[src/rtl/life_pkg.sv]
// ---------------------------------------------------------------------------
// life_pkg
// Shared definitions for the Game-of-Life cell array.
//   CNT_W      : width of a per-cell live-neighbour count (0..8)
//   GEN_W      : width of the generation counter
//   BIRTH_CNT  : neighbour count that brings a dead cell to life
//   SURVIVE_LO/HI : neighbour counts that keep a live cell alive
//   op_e       : the single action applied to the grid on a clock edge
//   life_rule  : next state of one cell from its state and neighbour count
// ---------------------------------------------------------------------------
package life_pkg;

    localparam int CNT_W = 4;
    localparam int GEN_W = 16;

    localparam logic [CNT_W-1:0] BIRTH_CNT  = CNT_W'(3);
    localparam logic [CNT_W-1:0] SURVIVE_LO = CNT_W'(2);
    localparam logic [CNT_W-1:0] SURVIVE_HI = CNT_W'(3);

    typedef enum logic [1:0] {
        OP_IDLE   = 2'd0,
        OP_WRITE  = 2'd1,
        OP_SCAN   = 2'd2,
        OP_EVOLVE = 2'd3
    } op_e;

    function automatic logic life_rule(input logic alive, input logic [CNT_W-1:0] cnt);
        if (alive) begin
            return (cnt == SURVIVE_LO) || (cnt == SURVIVE_HI);
        end
        return (cnt == BIRTH_CNT);
    endfunction

endpackage

[src/rtl/life_cell.sv]
// ---------------------------------------------------------------------------
// life_cell
// One grid cell: state register plus write / scan / evolve next-state mux.
// Ports:
//   clk, reset_n : clock, asynchronous active-low reset (cell goes dead)
//   op_i         : action for this edge, already priority-resolved by the top
//   wr_sel_i     : this cell is addressed by the current direct write
//   wr_val_i     : direct write data
//   scan_in_i    : value shifted into this cell on a scan edge
//   count_i      : live-neighbour count (0..8)
//   alive_o      : registered cell state
//   next_o       : state this cell would take on an evolve edge
// ---------------------------------------------------------------------------
module life_cell
    import life_pkg::*;
(
    input  logic             clk,
    input  logic             reset_n,
    input  op_e              op_i,
    input  logic             wr_sel_i,
    input  logic             wr_val_i,
    input  logic             scan_in_i,
    input  logic [CNT_W-1:0] count_i,
    output logic             alive_o,
    output logic             next_o
);

    logic state_q;
    logic state_d;

    assign next_o  = life_rule(state_q, count_i);
    assign alive_o = state_q;

    always_comb begin
        state_d = state_q;
        case (op_i)
            // Unaddressed cells hold during a write edge.
            OP_WRITE:  if (wr_sel_i) state_d = wr_val_i;
            OP_SCAN:   state_d = scan_in_i;
            OP_EVOLVE: state_d = next_o;
            default:   state_d = state_q;
        endcase
    end

    always_ff @(posedge clk or negedge reset_n) begin
        if (!reset_n) begin
            state_q <= 1'b0;
        end else begin
            state_q <= state_d;
        end
    end

endmodule

[src/rtl/life_array_grid.sv]
// ---------------------------------------------------------------------------
// life_array_grid
// ROWS x COLS Game-of-Life array with direct cell write, a recirculating
// scan chain, free-running or single-step evolution, and status flags.
// Ports:
//   clk, reset_n         : clock, asynchronous active-low reset
//   run, step            : evolve every edge / evolve on this edge
//   write_enb, row, col, val : direct write of one cell
//   scan, scan_write_val, scan_write_enb : scan shift, serial in, load-vs-recirculate
//   scan_read_val        : chain tail (combinational)
//   n, s, e, w, nw, ne, se, sw : off-grid neighbours used when WRAP = 0
//   alive                : cell states, bit index col*ROWS+row
//   generation           : evolve edges since reset (wraps)
//   stable               : last evolve changed no cell
//   empty                : no cell alive (combinational)
// ---------------------------------------------------------------------------
module life_array_grid
    import life_pkg::*;
#(
    parameter int ROWS = 4,
    parameter int COLS = 4,
    parameter int WRAP = 0
) (
    input  logic                     clk,
    input  logic                     reset_n,
    input  logic                     run,
    input  logic                     step,
    input  logic                     write_enb,
    input  logic [$clog2(ROWS)-1:0]  row,
    input  logic [$clog2(COLS)-1:0]  col,
    input  logic                     val,
    input  logic                     scan,
    input  logic                     scan_write_val,
    input  logic                     scan_write_enb,
    output logic                     scan_read_val,
    input  logic [COLS-1:0]          n,
    input  logic [COLS-1:0]          s,
    input  logic [ROWS-1:0]          e,
    input  logic [ROWS-1:0]          w,
    input  logic                     nw,
    input  logic                     ne,
    input  logic                     se,
    input  logic                     sw,
    output logic [ROWS*COLS-1:0]     alive,
    output logic [GEN_W-1:0]         generation,
    output logic                     stable,
    output logic                     empty
);

    localparam int N  = ROWS * COLS;
    localparam int RW = $clog2(ROWS);
    localparam int CW = $clog2(COLS);

    op_e                     op;
    logic [N-1:0]            next_vec;
    logic [ROWS+1:0][COLS+1:0] pad;
    logic                    scan_head;
    logic [GEN_W-1:0]        gen_q, gen_d;
    logic                    stable_q, stable_d;
    logic                    unused_bnd;

    // Boundary inputs are not referenced by the wrapped configuration.
    assign unused_bnd = ^{n, s, e, w, nw, ne, se, sw};

    always_comb begin
        op = OP_IDLE;
        if (write_enb)        op = OP_WRITE;
        else if (scan)        op = OP_SCAN;
        else if (run || step) op = OP_EVOLVE;
    end

    // Grid padded by one ring: pad[r+1][c+1] is cell (r,c); the ring holds
    // either the boundary inputs or the wrapped opposite edge.
    always_comb begin
        pad = '0;
        for (int r = 0; r < ROWS; r++) begin
            for (int c = 0; c < COLS; c++) begin
                pad[r+1][c+1] = alive[c*ROWS + r];
            end
        end
        if (WRAP != 0) begin
            for (int c = 0; c < COLS; c++) begin
                pad[0][c+1]      = alive[c*ROWS + ROWS - 1];
                pad[ROWS+1][c+1] = alive[c*ROWS];
            end
            for (int r = 0; r < ROWS; r++) begin
                pad[r+1][0]      = alive[(COLS-1)*ROWS + r];
                pad[r+1][COLS+1] = alive[r];
            end
            pad[0][0]           = alive[N-1];
            pad[0][COLS+1]      = alive[ROWS-1];
            pad[ROWS+1][0]      = alive[(COLS-1)*ROWS];
            pad[ROWS+1][COLS+1] = alive[0];
        end else begin
            for (int c = 0; c < COLS; c++) begin
                pad[0][c+1]      = n[c];
                pad[ROWS+1][c+1] = s[c];
            end
            for (int r = 0; r < ROWS; r++) begin
                pad[r+1][0]      = w[r];
                pad[r+1][COLS+1] = e[r];
            end
            pad[0][0]           = nw;
            pad[0][COLS+1]      = ne;
            pad[ROWS+1][0]      = sw;
            pad[ROWS+1][COLS+1] = se;
        end
    end

    // Chain head either takes serial data or recirculates the tail.
    assign scan_head     = scan_write_enb ? scan_write_val : alive[N-1];
    assign scan_read_val = alive[N-1];

    for (genvar r = 0; r < ROWS; r++) begin : g_row
        for (genvar c = 0; c < COLS; c++) begin : g_col
            localparam int IDX = c*ROWS + r;
            logic [CNT_W-1:0] cnt;
            logic             scan_in;
            logic             wr_sel;

            always_comb begin
                cnt = '0;
                for (int dr = 0; dr < 3; dr++) begin
                    for (int dc = 0; dc < 3; dc++) begin
                        if (!(dr == 1 && dc == 1)) begin
                            cnt = cnt + CNT_W'(pad[r+dr][c+dc]);
                        end
                    end
                end
            end

            if (IDX == 0) begin : g_head
                assign scan_in = scan_head;
            end else begin : g_link
                assign scan_in = alive[IDX-1];
            end

            // Out-of-range addresses match no cell, so the grid holds.
            assign wr_sel = (row == RW'(r)) && (col == CW'(c));

            life_cell u_cell (
                .clk       (clk),
                .reset_n   (reset_n),
                .op_i      (op),
                .wr_sel_i  (wr_sel),
                .wr_val_i  (val),
                .scan_in_i (scan_in),
                .count_i   (cnt),
                .alive_o   (alive[IDX]),
                .next_o    (next_vec[IDX])
            );
        end
    end

    always_comb begin
        gen_d    = gen_q;
        stable_d = stable_q;
        case (op)
            OP_WRITE, OP_SCAN: stable_d = 1'b0;
            OP_EVOLVE: begin
                gen_d    = gen_q + GEN_W'(1);
                stable_d = (next_vec == alive);
            end
            default: ;
        endcase
    end

    always_ff @(posedge clk or negedge reset_n) begin
        if (!reset_n) begin
            gen_q    <= '0;
            stable_q <= 1'b0;
        end else begin
            gen_q    <= gen_d;
            stable_q <= stable_d;
        end
    end

    assign generation = gen_q;
    assign stable     = stable_q;
    assign empty      = ~|alive;

endmodule

[config.mk]
export PLATFORM = sky130hd
export DESIGN_NAME = life_array_grid
export DESIGN_NICKNAME = d
export VERILOG_FILES = /design/src/rtl/life_pkg.sv /design/src/rtl/life_cell.sv /design/src/rtl/life_array_grid.sv
export SDC_FILE = /design/constraint.sdc
export NUM_CORES = 1
export LEC_CHECK = 0
export ABC_AREA = 1
export ABC_CLOCK_PERIOD_IN_PS = 4900
export CORE_AREA = 3 3 85 168
export CTS_BUF_LIST = sky130_fd_sc_hd__clkbuf_16
export CTS_CLUSTER_SIZE = 12
export DETAILED_ROUTE_END_ITERATION = 12
export DIE_AREA = 0 0 88 171
export PLACE_DENSITY = 0.65
export SLEW_MARGIN = 15
export SYNTH_ARGS = -nofsm -noshare
export SYNTH_HDL_FRONTEND = slang
export SYNTH_HIERARCHICAL = 1
export SYNTH_SLANG_ARGS = --single-unit
export TNS_END_PERCENT = 30
[constraint.sdc]
create_clock -name clk -period 4.9 [get_ports clk]
set_input_delay 0.98 -clock clk [delete_from_list [all_inputs] [get_ports clk]]
set_output_delay 0.98 -clock clk [all_outputs]
set_load 0.03 [all_outputs]
-- Word level (Yosys, flattened, before mapping)
Index checks and enable logic that the tools add are counted.
- register bits: 33
- output and inout port bits: 35
- bits of input ports: 33
- logic and storage cells: 330
- add/sub/neg operators: 113
- equal/unequal tests: 58
- mux-type cells: 85
- reduce and logical (&&, ||, !) cells: 56
- operator list (kind ; count):
    $add 4x1->4 ; 64
    $eq 4x2->1 const B ; 32
    $mux 1 ; 65
    $add 3x1->4 ; 16
    $add 2x1->3 ; 16
    $pmux 1 s3 ; 16
    $add 1x1->2 ; 16
    $ne 2x1->1 const B ; 16
    $reduce_and 2->1 ; 16
    $logic_or 1x1->1 ; 17
    $add 16x1->16 const B ; 1
    $eq 16x16->1 ; 1
    $logic_and 1x1->1 ; 16
    $reduce_or 16->1 ; 1
    $eq 2x2->1 const B ; 6
    $eq 2x1->1 const B ; 3
    $mux 2 ; 3
    $logic_not 2->1 ; 2
    $reduce_bool 3->1 ; 1
    $pmux 1 s2 ; 1
    $reduce_bool 2->1 ; 1
    $reduce_or 2->1 ; 1
    $logic_not 1->1 ; 1

-- Depth between registers and ports, before layout
- depth after elaboration: 13
- mapped depth: 20
- gate-level depth less buffers: 20

-- By module
The synthesis kept the hierarchy.
- by module, submodules not included (module ; seq. area each (µm²) ; instances ; area each (µm²) ; cells each):
    life_array_grid ; 425.4 ; 1 ; 4166.5 ; 538
    life_cell ; 25.0 ; 16 ; 106.4 ; 19

-- Worst setup path after synthesis
OpenSTA, ideal clock, no wires.
- path type: in2reg
- from: input port n[0]
- to: register stable_q (netlist: stable)
- arrival: 3.913 ns
- library setup time: 0.066 ns
- data required time: 4.834 ns
- cell stages on the path: 20
- path buffers: 0
- path slack: 0.921 ns
- cell sequence: fa_1 > inv_1 > fa_1 > fa_1 > inv_1 > ha_1 > inv_1 > fa_1 > inv_1 > nand2_1 > nor2_1 > and2_2 > inv_1 > nand2_1 > nand2_1 > nor2_1 > nand2_1 > nor2_1 > nand3_1 > nand2_1
- cells in the longest elaborated chain, start to end: 13
- elaborated cells between the ends (all ways): 26
- classes of those cells: add/sub: 14; eq/ne: 5; mux: 5; reduce/logical: 2
- RTL lines (what ; RTL line ; text):
    start: declaration ; life_array_grid.sv:36 ; input logic [COLS-1:0] n,
    $add 1x1->2 * ; life_array_grid.sv:126 ; cnt = cnt + CNT_W'(pad[r+dr][c+dc]);
    $add 2x1->3 * ; life_array_grid.sv:126 ;
    $add 3x1->4 * ; life_array_grid.sv:126 ;
    $add 4x1->4 * (4 in series) ; life_array_grid.sv:126 ;
    net g_row[0].g_col[1].cnt[1] ; life_array_grid.sv:117 ; logic [CNT_W-1:0] cnt;
    $eq 4x2->1 (on tied branches) ; life_pkg.sv:29, life_pkg.sv:31 ;
    $logic_or 1x1->1 ; life_pkg.sv:29 ; return (cnt == SURVIVE_LO) || (cnt == SURVIVE_HI);
    $mux 1 ; life_pkg.sv:28 ; if (alive) begin
    $mux 1 * ; life_pkg.sv:31 ; return (cnt == BIRTH_CNT);
    net next_vec[4] ; life_array_grid.sv:55 ; logic [N-1:0] next_vec;
    $eq 16x16->1 * ; life_array_grid.sv:162 ; stable_d = (next_vec == alive);
    $pmux 1 s2 * ; life_array_grid.sv:158 ; case (op)
    end signal: assignment ; life_array_grid.sv:174 ; stable_q <= stable_d;
    end: declaration ; life_array_grid.sv:59 ; logic stable_q, stable_d;
The timed path passes the listed nets; every way through them passes the cells marked *. The select of a mux whose other input is x is not followed.
A chain may end at the register's enable or synchronous reset.

-- Worst setup path after layout
- from: input port e[1]
- to: register stable_q (netlist: stable)
- elaborated cells between the ends (all ways): 28
- classes of those cells: add/sub: 11; eq/ne: 7; mux: 7; reduce/logical: 3
- RTL lines (what ; RTL line ; text):
    start: declaration ; life_array_grid.sv:38 ; input logic [ROWS-1:0] e,
    $add 4x1->4 * (4 in series) ; life_array_grid.sv:126 ;
    net g_row[1].g_col[3].cnt[1] ; life_array_grid.sv:117 ;
    $eq 4x2->1 (on tied branches) ; life_pkg.sv:29, life_pkg.sv:31 ;
    $logic_or 1x1->1 ; life_pkg.sv:29 ;
    $mux 1 ; life_pkg.sv:28 ;
    $mux 1 * ; life_pkg.sv:31 ;
    net next_vec[13] ; life_array_grid.sv:55 ;
    $eq 16x16->1 * ; life_array_grid.sv:162 ;
    $pmux 1 s2 * ; life_array_grid.sv:158 ;
Marked as above.

==> reports/results.tsv <==
metric	value	unit
status	complete, no violations	
routabilityCongestion	0.834	
setup_viol	0	
fmax	215	MHz
arrival	4870	ps
cp_max_fo	3	
wl	13800	µm
path_clk_slew	60	ps
clock-sinks	33	
required	5120	ps
drc	0	
drive_gt1_frac	0.0419	
cts_buffers	5	
hold_path_class	flop to flop	
grt_pass1_vias	5034	
dp_hpwl	11400	µm
slew_headroom	0.531	
fp.dieW	88	µm
clk_path_buf_depth	2	
syn2layout_area_growth	16.1	%
final_nets	1055	
layout_common_cells	inv_1 (233), nand2_1 (176), nor2_1 (84)	
dr.pass1.iters	4	
maxCapViolations	0	
core	13100	µm²
cts_resized	0	
rows	59	
postLayoutCellArea	6810	µm²
drv_slew	0	
syn_area_per_cell	6.97	µm²
insertion_delay	280	ps
ios	68	
ys_ff_latch	33	
cts.htree.levels	2	
worst_pin_slew	702	ps
setup_tns	0	ps
post-route-min-period	4660	ps
fill_cells	1293	
viasPerCell	4.70	
cts_root_buf	clkbuf_16	
cts_tree	yes	
fp.dieArea	15000	µm²
fin_crit_sh	0.950	
num_vias	4985	
end_kind	flop	
antennaDiodeCount	0	
hold_buffers	0	
dpl-instance-area	6680	µm²
ant_nets	0	
async_reset_ff_frac	1.00	
rsz0062_at_grt	no	
chipHeight	171	µm
cp-start-kind	input port	
hold_viol	0	
syn_area	5870	µm²
post_cts_buffers	0	
fin_hold_ws	505	ps
drtIter0Drc	200	
antenna_found_initial	0	
routedWlPerCell	13.0	µm
synth_enable_flop_cells	0	
grt_max_degree	49	
skew	3.71	ps
synth_seq_area_share	0.141	
synth_flop_cell	dfrtp_1	
grt_pass1_wl	23500	µm
netlist_instances	842	
overflow	0	
layout_commonest_cell	inv_1	
synth_warnings	6	
syn-num-nets	989	
grt_usage	0.199	
synth.distinct_cells	23	
initial_core_util	0.449	
numPortBuffers	67	
path_class	input port to flop	
[kinds of logic after synthesis]
kind of cell,after synthesis,share of synthesized area
flops,33,0.141
simple gates,382,0.294
compound gates,19,0.0162
xor+xnor,30,0.0448
buf+inv,264,0.179
fa+ha+maj,114,0.325
[metrics by stage]
step                cells   util  setup slack (ps)
floorplan             842      -               921
global placement     1053  0.511             -22.0
detailed placement   1053  0.511             -64.8
CTS                  1060  0.521               222
global route         1060  0.521              36.5
finish               1060  0.521               245
[layer usage]
metal | part of all wire | track usage
met1 | 0.37 | 0.214
met3 | 0.028 | 0.0241
met2 | 0.57 | 0.390
met4 | 0.031 | 0.0574
met5 | 0 | 0
[state kept, by name, summed over array words and instances, names as in the netlist]
signal                      cells
stable                          1
g_row.g_col.u_cell/alive_o     16
generation                     16
[Yosys cell counts (all sizes together) (16+ instances only)]
cell type    n  area share
ha          50        0.11
a21oi       16       0.014
nor2        89       0.061
clkinv      16       0.010
inv        232        0.15
fa          64        0.22
dfrtp       33        0.14
xnor2       25       0.037
or2         16       0.017
nand3b      19       0.024
buf         16       0.020
nand3       56       0.048
and2        16       0.020
nand2      178        0.11
[worst max-delay path: stages]
cell,delay (ps)
clkdlybuf4s50_1,540
fa_1,550
inv_1,50
fa_1,470
fa_1,500
inv_1,40
ha_1,190
inv_1,70
fa_1,400
inv_1,60
nand2_1,50
nor2_1,140
and2_2,180
inv_1,40
nand2_1,60
nand2_1,60
nor2_1,100
nand2_1,120
nor2_1,150
nand3_1,80
nand2_1,60
[layout make-up]
cell class              count  area, µm²  share of cell area
inverters                 248        931               0.137
well taps                 152        190              0.0279
multi-input cells         545       4000               0.588
flip-flops and latches     33        826               0.121
clock buffers               5        125              0.0184
clock inverters             2       7.51             0.00110
repair buffers             75        731               0.107
[final timing paths]
kind | startpoint | end | slack [ps] | depth (start not counted)
max | e[1] | stable$_DFFE_PN0P_ | 240 | 21
min | generation[3]$_DFFE_PN0P_ | generation[3]$_DFFE_PN0P_ | 510 | 1
max reg2reg | g_row[0].g_col[2].u_cell/alive_o$_DFFE_PN0P_ | stable$_DFFE_PN0P_ | 990 | 20
min reg2reg | generation[3]$_DFFE_PN0P_ | generation[3]$_DFFE_PN0P_ | 510 | 1
max in group asynchronous | reset_n | g_row[0].g_col[0].u_cell/alive_o$_DFFE_PN0P_ | 3410 | 2
min in group asynchronous | reset_n | generation[0]$_DFFE_PN0P_ | 1130 | 2
Power is left out: the tool's default activity adds up to more than one toggle a clock period on the data nets, which glitch-free logic cannot reach.
